**src/rtl/wb_stream_writer_ring.sv**
```systemverilog
// Memory-to-stream DMA: Wishbone B3 burst reader feeding a FWFT FIFO drained onto a
// valid/ready stream, with one-shot/ring modes, error/retry handling and a slave register file.
module wb_stream_writer_ring #(
  parameter int WB_DW         = 32,
  parameter int WB_AW         = 32,
  parameter int FIFO_AW       = 4,
  parameter int MAX_BURST_LEN = 2**FIFO_AW
) (
  input  logic                 clk,
  input  logic                 rst,
  output logic [WB_AW-1:0]     wbm_adr_o,
  output logic [WB_DW-1:0]     wbm_dat_o,
  output logic [WB_DW/8-1:0]   wbm_sel_o,
  output logic                 wbm_we_o,
  output logic                 wbm_cyc_o,
  output logic                 wbm_stb_o,
  output logic [2:0]           wbm_cti_o,
  output logic [1:0]           wbm_bte_o,
  input  logic [WB_DW-1:0]     wbm_dat_i,
  input  logic                 wbm_ack_i,
  input  logic                 wbm_err_i,
  input  logic                 wbm_rty_i,
  output logic [WB_DW-1:0]     stream_m_data_o,
  output logic                 stream_m_valid_o,
  input  logic                 stream_m_ready_i,
  output logic                 stream_m_last_o,
  input  logic [4:0]           wbs_adr_i,
  input  logic [WB_DW-1:0]     wbs_dat_i,
  input  logic [WB_DW/8-1:0]   wbs_sel_i,
  input  logic                 wbs_we_i,
  input  logic                 wbs_cyc_i,
  input  logic                 wbs_stb_i,
  output logic [WB_DW-1:0]     wbs_dat_o,
  output logic                 wbs_ack_o,
  output logic                 wbs_err_o,
  output logic                 wbs_rty_o,
  output logic                 irq_o
);
  localparam int DEPTH = 2**FIFO_AW;
  localparam int BW    = FIFO_AW + 1;
  localparam logic [BW-1:0]      MAXB  = BW'(MAX_BURST_LEN);
  localparam logic [WB_AW-1:0]   STEP  = WB_AW'(WB_DW/8);
  localparam logic [WB_DW-1:0]   DONE1 = WB_DW'(1);
  localparam logic [FIFO_AW-1:0] PONE  = FIFO_AW'(1);

  typedef enum logic [1:0] {S_IDLE, S_WAIT, S_BURST, S_PEND} state_t;

  state_t             r_state;
  logic               r_enable, r_ring, r_irq_en, r_done, r_bus_err, r_irq;
  logic [WB_AW-1:0]   r_start, r_adr;
  logic [WB_DW-1:0]   r_buf_size, r_burst_size, r_tx_cnt, r_rem, r_wbs_dat;
  logic [BW-1:0]      r_burst, r_beat, r_cnt;
  logic               r_wbs_ack, r_cyc;
  logic [2:0]         r_cti;
  logic [FIFO_AW-1:0] r_wp, r_rp;
  logic [WB_DW:0]     r_mem [DEPTH];

  logic               w_acc, w_we, w_busy, w_push, w_pop, w_valid;
  logic [2:0]         w_idx;
  logic [BW-1:0]      w_bclamp, w_blen, w_free;
  logic [WB_DW-1:0]   w_rdata;
  logic [WB_DW:0]     w_head;

  assign w_acc   = wbs_cyc_i & wbs_stb_i & ~r_wbs_ack;
  assign w_we    = w_acc & wbs_we_i;
  assign w_idx   = wbs_adr_i[4:2];
  assign w_busy  = (r_state != S_IDLE);
  assign w_valid = (r_cnt != '0);
  assign w_push  = (r_state == S_BURST) & wbm_ack_i;
  assign w_pop   = w_valid & stream_m_ready_i;
  assign w_free  = BW'(DEPTH) - r_cnt;
  assign w_blen  = (r_rem < WB_DW'(r_burst)) ? r_rem[BW-1:0] : r_burst;
  assign w_head  = r_mem[r_rp];

  assign wbm_adr_o        = r_adr;
  assign wbm_dat_o        = '0;
  assign wbm_sel_o        = '1;
  assign wbm_we_o         = 1'b0;
  assign wbm_cyc_o        = r_cyc;
  assign wbm_stb_o        = r_cyc;
  assign wbm_cti_o        = r_cti;
  assign wbm_bte_o        = 2'b00;
  assign stream_m_valid_o = w_valid;
  assign stream_m_data_o  = w_valid ? w_head[WB_DW-1:0] : '0;
  assign stream_m_last_o  = w_valid & w_head[WB_DW];
  assign wbs_dat_o        = r_wbs_dat;
  assign wbs_ack_o        = r_wbs_ack;
  assign wbs_err_o        = 1'b0;
  assign wbs_rty_o        = 1'b0;
  assign irq_o            = r_irq;

  always_comb begin
    w_bclamp = MAXB;
    if (r_burst_size == '0)                       w_bclamp = BW'(1);
    else if (r_burst_size <= WB_DW'(MAX_BURST_LEN)) w_bclamp = r_burst_size[BW-1:0];
  end

  always_comb begin
    w_rdata = '0;
    case (w_idx)
      3'd0:    w_rdata = WB_DW'({r_irq_en, r_ring, w_busy});
      3'd1:    w_rdata = WB_DW'({r_bus_err, r_done});
      3'd2:    w_rdata = WB_DW'(r_start);
      3'd3:    w_rdata = r_buf_size;
      3'd4:    w_rdata = r_burst_size;
      3'd5:    w_rdata = r_tx_cnt;
      default: w_rdata = '0;
    endcase
  end

  // FIFO storage is not reset; the head is masked by valid so outputs still read 0 after reset.
  always_ff @(posedge clk) begin
    if (w_push) r_mem[r_wp] <= {(r_rem == DONE1), wbm_dat_i};
  end

  always_ff @(posedge clk or posedge rst) begin
    if (rst) begin
      r_wp  <= '0;
      r_rp  <= '0;
      r_cnt <= '0;
    end else begin
      if (w_push) r_wp <= r_wp + PONE;
      if (w_pop)  r_rp <= r_rp + PONE;
      r_cnt <= r_cnt + BW'(w_push) - BW'(w_pop);
    end
  end

  always_ff @(posedge clk or posedge rst) begin
    if (rst) begin
      r_state <= S_IDLE;
      r_enable <= 1'b0; r_ring <= 1'b0; r_irq_en <= 1'b0;
      r_done <= 1'b0; r_bus_err <= 1'b0; r_irq <= 1'b0;
      r_start <= '0; r_adr <= '0;
      r_buf_size <= '0; r_burst_size <= '0; r_tx_cnt <= '0; r_rem <= '0;
      r_burst <= '0; r_beat <= '0;
      r_wbs_ack <= 1'b0; r_wbs_dat <= '0;
      r_cyc <= 1'b0; r_cti <= 3'b000;
    end else begin
      r_irq     <= r_irq_en & (r_done | r_bus_err);
      r_wbs_ack <= w_acc;
      if (w_acc) r_wbs_dat <= w_rdata;
      if (w_we) begin
        case (w_idx)
          3'd0: begin
            r_enable <= wbs_dat_i[0];
            r_ring   <= wbs_dat_i[1];
            r_irq_en <= wbs_dat_i[2];
          end
          3'd1: begin
            r_done    <= r_done    & ~wbs_dat_i[0];
            r_bus_err <= r_bus_err & ~wbs_dat_i[1];
          end
          3'd2: r_start      <= WB_AW'(wbs_dat_i);
          3'd3: r_buf_size   <= wbs_dat_i;
          3'd4: r_burst_size <= wbs_dat_i;
          default: ;
        endcase
      end
      // Engine updates come last so a status event wins over a same-cycle software write.
      case (r_state)
        S_IDLE: if (r_enable) begin
          if (r_buf_size == '0) begin
            r_done   <= 1'b1;
            r_enable <= 1'b0;
          end else begin
            r_adr    <= r_start;
            r_rem    <= r_buf_size;
            r_burst  <= w_bclamp;
            r_tx_cnt <= '0;
            r_state  <= S_WAIT;
          end
        end
        S_WAIT: begin
          if (!r_enable) r_state <= S_IDLE;
          else if (w_free >= w_blen) begin
            r_state <= S_BURST;
            r_cyc   <= 1'b1;
            r_beat  <= w_blen;
            r_cti   <= (w_blen == BW'(1)) ? 3'b111 : 3'b010;
          end
        end
        S_BURST: begin
          if (wbm_ack_i) begin
            r_adr    <= r_adr + STEP;
            r_rem    <= r_rem - DONE1;
            r_tx_cnt <= r_tx_cnt + DONE1;
            r_beat   <= r_beat - BW'(1);
            r_cti    <= (r_beat == BW'(2)) ? 3'b111 : 3'b010;
            if (r_beat == BW'(1)) begin
              r_cyc   <= 1'b0;
              r_state <= (r_rem == DONE1) ? S_PEND : S_WAIT;
            end
          end else if (wbm_err_i) begin
            r_cyc     <= 1'b0;
            r_bus_err <= 1'b1;
            r_enable  <= 1'b0;
            r_state   <= S_IDLE;
          end else if (wbm_rty_i) begin
            r_cyc   <= 1'b0;
            r_state <= S_WAIT;
          end
        end
        S_PEND: begin
          r_done <= 1'b1;
          if (r_ring && r_enable && r_buf_size != '0) begin
            r_adr    <= r_start;
            r_rem    <= r_buf_size;
            r_burst  <= w_bclamp;
            r_tx_cnt <= '0;
            r_state  <= S_WAIT;
          end else begin
            r_enable <= 1'b0;
            r_state  <= S_IDLE;
          end
        end
        default: r_state <= S_IDLE;
      endcase
    end
  end
endmodule

```
**config.mk**
```make
export PLATFORM = sky130hd
export DESIGN_NAME = wb_stream_writer_ring
export DESIGN_NICKNAME = d
export VERILOG_FILES = /design/src/rtl/wb_stream_writer_ring.sv
export SDC_FILE = /design/constraint.sdc
export NUM_CORES = 1
export LEC_CHECK = 0
export ABC_AREA = 1
export CORE_MARGIN = 4
export CORE_UTILIZATION = 43
export DETAILED_ROUTE_END_ITERATION = 10
export DONT_BUFFER_PORTS = 1
export PLACE_DENSITY_LB_ADDON = 0.2
export RECOVER_POWER = 25
export REMOVE_ABC_BUFFERS = 1
export SETUP_SLACK_MARGIN = 0.05
export SLEW_MARGIN = 20
export SYNTH_ARGS = -nofsm -noshare
export SYNTH_HDL_FRONTEND = slang
export SYNTH_SLANG_ARGS = --single-unit
export TNS_END_PERCENT = 20
```
**constraint.sdc**
```tcl
create_clock -name clk -period 26 [get_ports clk]
set_clock_uncertainty 0.05 [all_clocks]
set_input_delay 3.9 -clock clk [delete_from_list [all_inputs] [get_ports clk]]
set_output_delay 3.9 -clock clk [all_outputs]
set_load 0.02 [all_outputs]
```
* Word level (Yosys, flattened, before mapping)
Memories as Yosys holds them, arrays and structs flattened.
Cells that the tools add are included.
** Operators by class
- Magnitude comparators :: 3
- Add/sub/neg operators :: 9
- Bitwise gates (word level) :: 13
- Reduce and logical (&&, ||, !) cells :: 21
- Multiplexer cells :: 72
- Equality and inequality tests :: 21
** Operator list (count)
- 32-bit 2-to-1 mux :: 13
- 32-bit one-hot mux with 3 select lines :: 3
- 32-bit one-hot mux with 6 select lines :: 1
- 32-bit logical NOT :: 2
- 5-bit 2-to-1 mux :: 9
- 32-bit by 1-bit adder with 32-bit output (second input constant) :: 1
- 32-bit by 3-bit adder with 32-bit output (second input constant) :: 1
- 32-bit by 1-bit == test with 1-bit output (second input constant) :: 1
- 32-bit by 5-bit <= comparator with 1-bit output (second input constant) :: 1
- 32-bit by 5-bit < comparator with 1-bit output :: 1
- 32-bit nonzero test :: 1
- 32-bit by 1-bit subtractor with 32-bit output (second input constant) :: 1
- 1-bit 2-to-1 mux :: 25
- 5-bit one-hot mux with 2 select lines :: 2
- 2-bit 2-to-1 mux :: 9
- 3-bit 2-to-1 mux :: 5
- 5-bit AND reduction :: 3
- 2-bit inequality test (second input constant) :: 6
- 5-bit by 1-bit == test with 1-bit output (second input constant) :: 2
- 1-bit AND :: 9
- 4-bit by 1-bit adder with 4-bit output (second input constant) :: 2
- 2-bit one-hot mux with 4 select lines :: 1
- 2-bit AND reduction :: 4
- 4-bit AND reduction :: 2
- 25 further kinds :: 34
** Word-level totals
- Input port bits :: 82
- Memories :: 1
- Register bits after elaboration :: 260
- Bits in writable memories :: 528
** Memories
- r_mem :: words 16, width 33, read ports 1, clocked after Yosys merged registers in 0, write ports 1, line 56 : logic [WB_DW:0] r_mem [DEPTH];

* Depth between registers and ports, before layout
- Depth in word-level cells :: 7
- Mapped depth :: 21

* Worst setup path before layout
OpenSTA, ideal clock, no wires.
- Path type :: input to register
- Start point :: input port wbm_ack_i
- End point :: memory r_mem[11][0] (netlist bit), enable pin
- Cell stages on the path :: 2
- Setup slack :: 19.134 ns
- Path buffers :: 0
- Required time :: 25.486 ns
- Arrival :: 6.351 ns
- Cell sequence :: nand2_1 nor3_1
** On the way
- Cells in the longest elaborated chain, start to end :: 3
** RTL lines
- from (decl) :: line 20 : input logic wbm_ack_i,
- 1-bit AND :: line 69 : assign w_push = (r_state == S_BURST) & wbm_ack_i;
- 1-bit 2-to-1 mux :: line 113 : if (w_push) r_mem[r_wp] <= {(r_rem == DONE1), wbm_dat_i};
- 1-bit 2-to-1 mux (implied by the code) :: line 113
- to (decl) :: line 56
No other way between the ends.

* Worst setup path in the final report
- Start point :: register r_rp[0]
- End point :: output port stream_m_data_o[31]
** On the way
- Cells in the longest elaborated chain, start to end :: 2
** RTL lines
- from (decl) :: line 55 : logic [FIFO_AW-1:0] r_wp, r_rp;
- from (signal assigned) :: line 123 : if (w_pop) r_rp <= r_rp + PONE;
- memory read 16 x 33 bit
- 32-bit 2-to-1 mux :: line 84 : assign stream_m_data_o = w_valid ? w_head[WB_DW-1:0] : '0;
- to (decl) :: line 23 : output logic [WB_DW-1:0] stream_m_data_o,
No other way between the ends.

==> impl_metrics.json <==
{
  "peakVddDrop_mv": 0.09903,
  "setup_slack_ns": 17.53,
  "route.detailed.drc": 0,
  "port_buffers": 0,
  "worstPathArrival_ns": 4.52,
  "htreeDepth": 3,
  "grt_overflow": 0,
  "multi_input_comb_area_mm2": 0.01139,
  "cp_cell_sequence": "buf_4 > buf_4 > o21ai_0 > o221ai_1 > o211ai_1 > a21oi_1",
  "antenna_found_initial": 1,
  "cpMostUsedCell": "buf_4",
  "holdCritPathClass": "flip-flop to flip-flop",
  "worst_pin_slew_ns": 1.098,
  "power_uw": 3972,
  "ys_seq_elements": 787,
  "vias": 25010,
  "timing.final.hold_violations": 0,
  "synth_cell_type_count": 49,
  "drive_gt1_share_pct": 6.114,
  "cap_violations": 0,
  "diodes": 0,
  "critPathMaxStageDelay_ns": 1.05,
  "crit_path_top_delay_cell": "dfrtp_4",
  "setup_viol": 0,
  "synth-edff-count": 528,
  "hold_buffers": 0,
  "grt_use_total_pct": 21.95,
  "crit_path_start_kind": "flip-flop",
  "synthToLayoutAreaGrowth_pct": 10.41,
  "critPathBufInv": 2,
  "vias_per_cell": 5.505,
  "layout_min_cycle_time_ns": 8.473,
  "crit_family": "buffers and inverters",
  "clk_pin_slew_ns": 0.06,
  "num-nets-final": 3531,
  "synthFlopType": "edfxtp_1",
  "fp.dieH_um": 294.8,
  "worstPathRequired_ns": 22.05,
  "worst_hold_slack_ns": 0.4350,
  "design.portCount": 228,
  "dp_hpwl_um": 55120,
  "path_class": "flip-flop to output pin",
  "status": "completed",
  "core_area_mm2": 0.08107,
  "period_share_pct": 32.59,
  "dr.pass1.iters": 7,
  "layout_commonest_cell": "nand2_1",
  "wl_um": 96550,
  "fmax_mhz": 118.0,
  "slew_viol_final": 0,
  "leakagePower_uw": 0.01458,
  "clk_root_buffer_cell": "clkbuf_16",
  "die_w_um": 294.8,
  "async_flop_share_pct": 32.91,
  "mostFrequentLayoutCells": "nand2_1 (714), edfxtp_1 (528), o21ai_0 (466)",
  "endpoint_kind": "output pin",
  "worstSkewPairLatency_ns": 0.65,
  "wl_per_cell_um": 21.25,
  "grt_max_degree": 170,
  "drt_iter0_drc": 2055,
  "syn_inst": 3480,
  "final.setup.tns_ns": 0,
  "relSlewSlack_pct": 26.79,
  "cts_resized": 0,
  "nFillCells": 7520,
  "post_cts_buffers": 0,
  "cts.sinks": 787,
  "design.die.area_mm2": 0.08689,
  "cts_tree": "done",
  "syn_area_mm2": 0.03536,
  "cts_buffers": 87,
  "postRouteAntennaNets": 0,
  "dp_slack_ns": 18.11,
  "synth_warnings": 0,
  "grt_pass1_wl_um": 147100,
  "cts_buffer_depth": 3,
  "rsz0062_at_grt": "false",
  "synth_area_per_cell_um2": 10.16,
  "p_per_area_mw_per_mm2": 101.7,
  "path_max_fanout": 102,
  "gp_congestion": 0.8953,
  "grt_pass1_vias": 24050,
  "start_util_pct": 43.62,
  "regArea_mm2": 0.02235,
  "ys_seq_area_share_pct": 63.17,
  "core.rowCount": 104
}
## cell families after synthesis
kind of cell | Yosys count | synth area share, %
AOI/OAI and AO/OA | 776 | 12.88
xor gates and xnor gates | 65 | 1.610
adders and majority gates | 36 | 1.295
buffers and inverters | 436 | 5.456
DFF | 787 | 63.17
muxes | 1 | 0.02831
other | 2 | 0.02124
and+or+nand+nor | 1377 | 15.54
## layout make-up
class | count | area share, %
flip-flops and latches | 787 | 57.24
clock buffers | 110 | 6.034
multi-input cells | 2296 | 29.17
inverters | 207 | 2.054
well taps | 1060 | 3.397
clock inverters | 50 | 1.426
repair buffers | 34 | 0.6762
## where the power goes
part	internal (uW)	total, uW	switching (uW)
Sequential	1430	1610	185
Combinational	317	1110	796
Clock	728	1250	520
## registers in the layout, summed over array words and instances (netlist names), 2 cells and up
| register | flops |
|---|---|
| r_rem | 32 |
| r_tx_cnt | 32 |
| r_wp | 4 |
| wbm_cti_o | 2 |
| r_burst | 5 |
| r_state | 2 |
| r_rp | 4 |
| r_start | 32 |
| r_burst_size | 32 |
| r_cnt | 5 |
| wbm_adr_o | 32 |
| wbs_dat_o | 32 |
| r_mem | 528 |
| r_beat | 5 |
| r_buf_size | 32 |
## cells in the mapped netlist (3+ instances only)
cell | number | area share [%]
a21oi_1 | 56 | 0.79
a221oi_1 | 5 | 0.12
a31oi_1 | 3 | 0.053
buf_1 | 6 | 0.064
buf_2 | 35 | 0.50
buf_4 | 46 | 0.98
buf_6 | 10 | 0.32
clkbuf_1 | 131 | 1.4
dfrtp_1 | 259 | 18
edfxtp_1 | 528 | 45
ha_1 | 35 | 1.2
inv_1 | 200 | 2.1
inv_2 | 5 | 0.053
nand2_1 | 716 | 7.6
nand2_2 | 3 | 0.053
nand3_1 | 103 | 1.5
nand4_1 | 30 | 0.53
nor2_1 | 466 | 4.9
nor2_2 | 3 | 0.053
nor3_1 | 37 | 0.52
nor4_1 | 3 | 0.053
o2111ai_1 | 25 | 0.62
o211ai_1 | 42 | 0.89
o21ai_0 | 466 | 6.6
o21ai_1 | 30 | 0.42
o221ai_1 | 95 | 2.4
o22ai_1 | 38 | 0.67
o31ai_1 | 7 | 0.15
or2_2 | 9 | 0.16
xnor2_1 | 8 | 0.20
xor2_1 | 57 | 1.4
## path summary, 6_finish.rpt
check                                          endpoint  slack (ns)  cells after the start                          from
max                                 stream_m_data_o[31]       17.53                      6           r_rp[0]$_DFFE_PP0P_
min                        r_burst_size[15]$_DFFE_PP0P_        0.43                      2  r_burst_size[15]$_DFFE_PP0P_
max reg2reg                          r_cnt[4]$_DFF_PP0_       22.24                     17            r_cnt[1]$_DFF_PP0_
min reg2reg                r_burst_size[15]$_DFFE_PP0P_        0.43                      2  r_burst_size[15]$_DFFE_PP0P_
max in group asynchronous           r_rp[0]$_DFFE_PP0P_       21.20                      2                           rst
min in group asynchronous     wbs_dat_o[24]$_DFFE_PP0P_        3.19                      1                           rst
## worst min-delay path, delay by kind of cell, from the launching register on
| kind | cells | cell delay (ns) |
|---|---|---|
| AND/OR/NAND/NOR | 1 | 0.05 |
| AO/OA/AOI/OAI | 1 | 0.06 |
| flip-flops | 1 | 0.34 |
## through the flow
step | utilization [%] | area, um^2 | instances
final | 48.16 | 39040 | 4544
after CTS | 48.16 | 39040 | 4544
after global placement | 44.57 | 36130 | 4384
after detailed placement | 44.57 | 36130 | 4384
after floorplan | - | 34360 | 3290
after global routing | 48.16 | 39040 | 4544
## layer usage
layer / GRT usage, % / vias up / part of all wire (%) / routed length [um]
met5: 0 / - / 0 / 0
met4: 6.889 / 0 / 2.8 / 2747
met3: 3.933 / 148 / 6.2 / 6034
met2: 37.27 / 724 / 49 / 47100
met1: 28.78 / 12260 / 42 / 40670
li1: - / 11880 / - / -
Note: power is estimated with default switching activity, not from simulation.
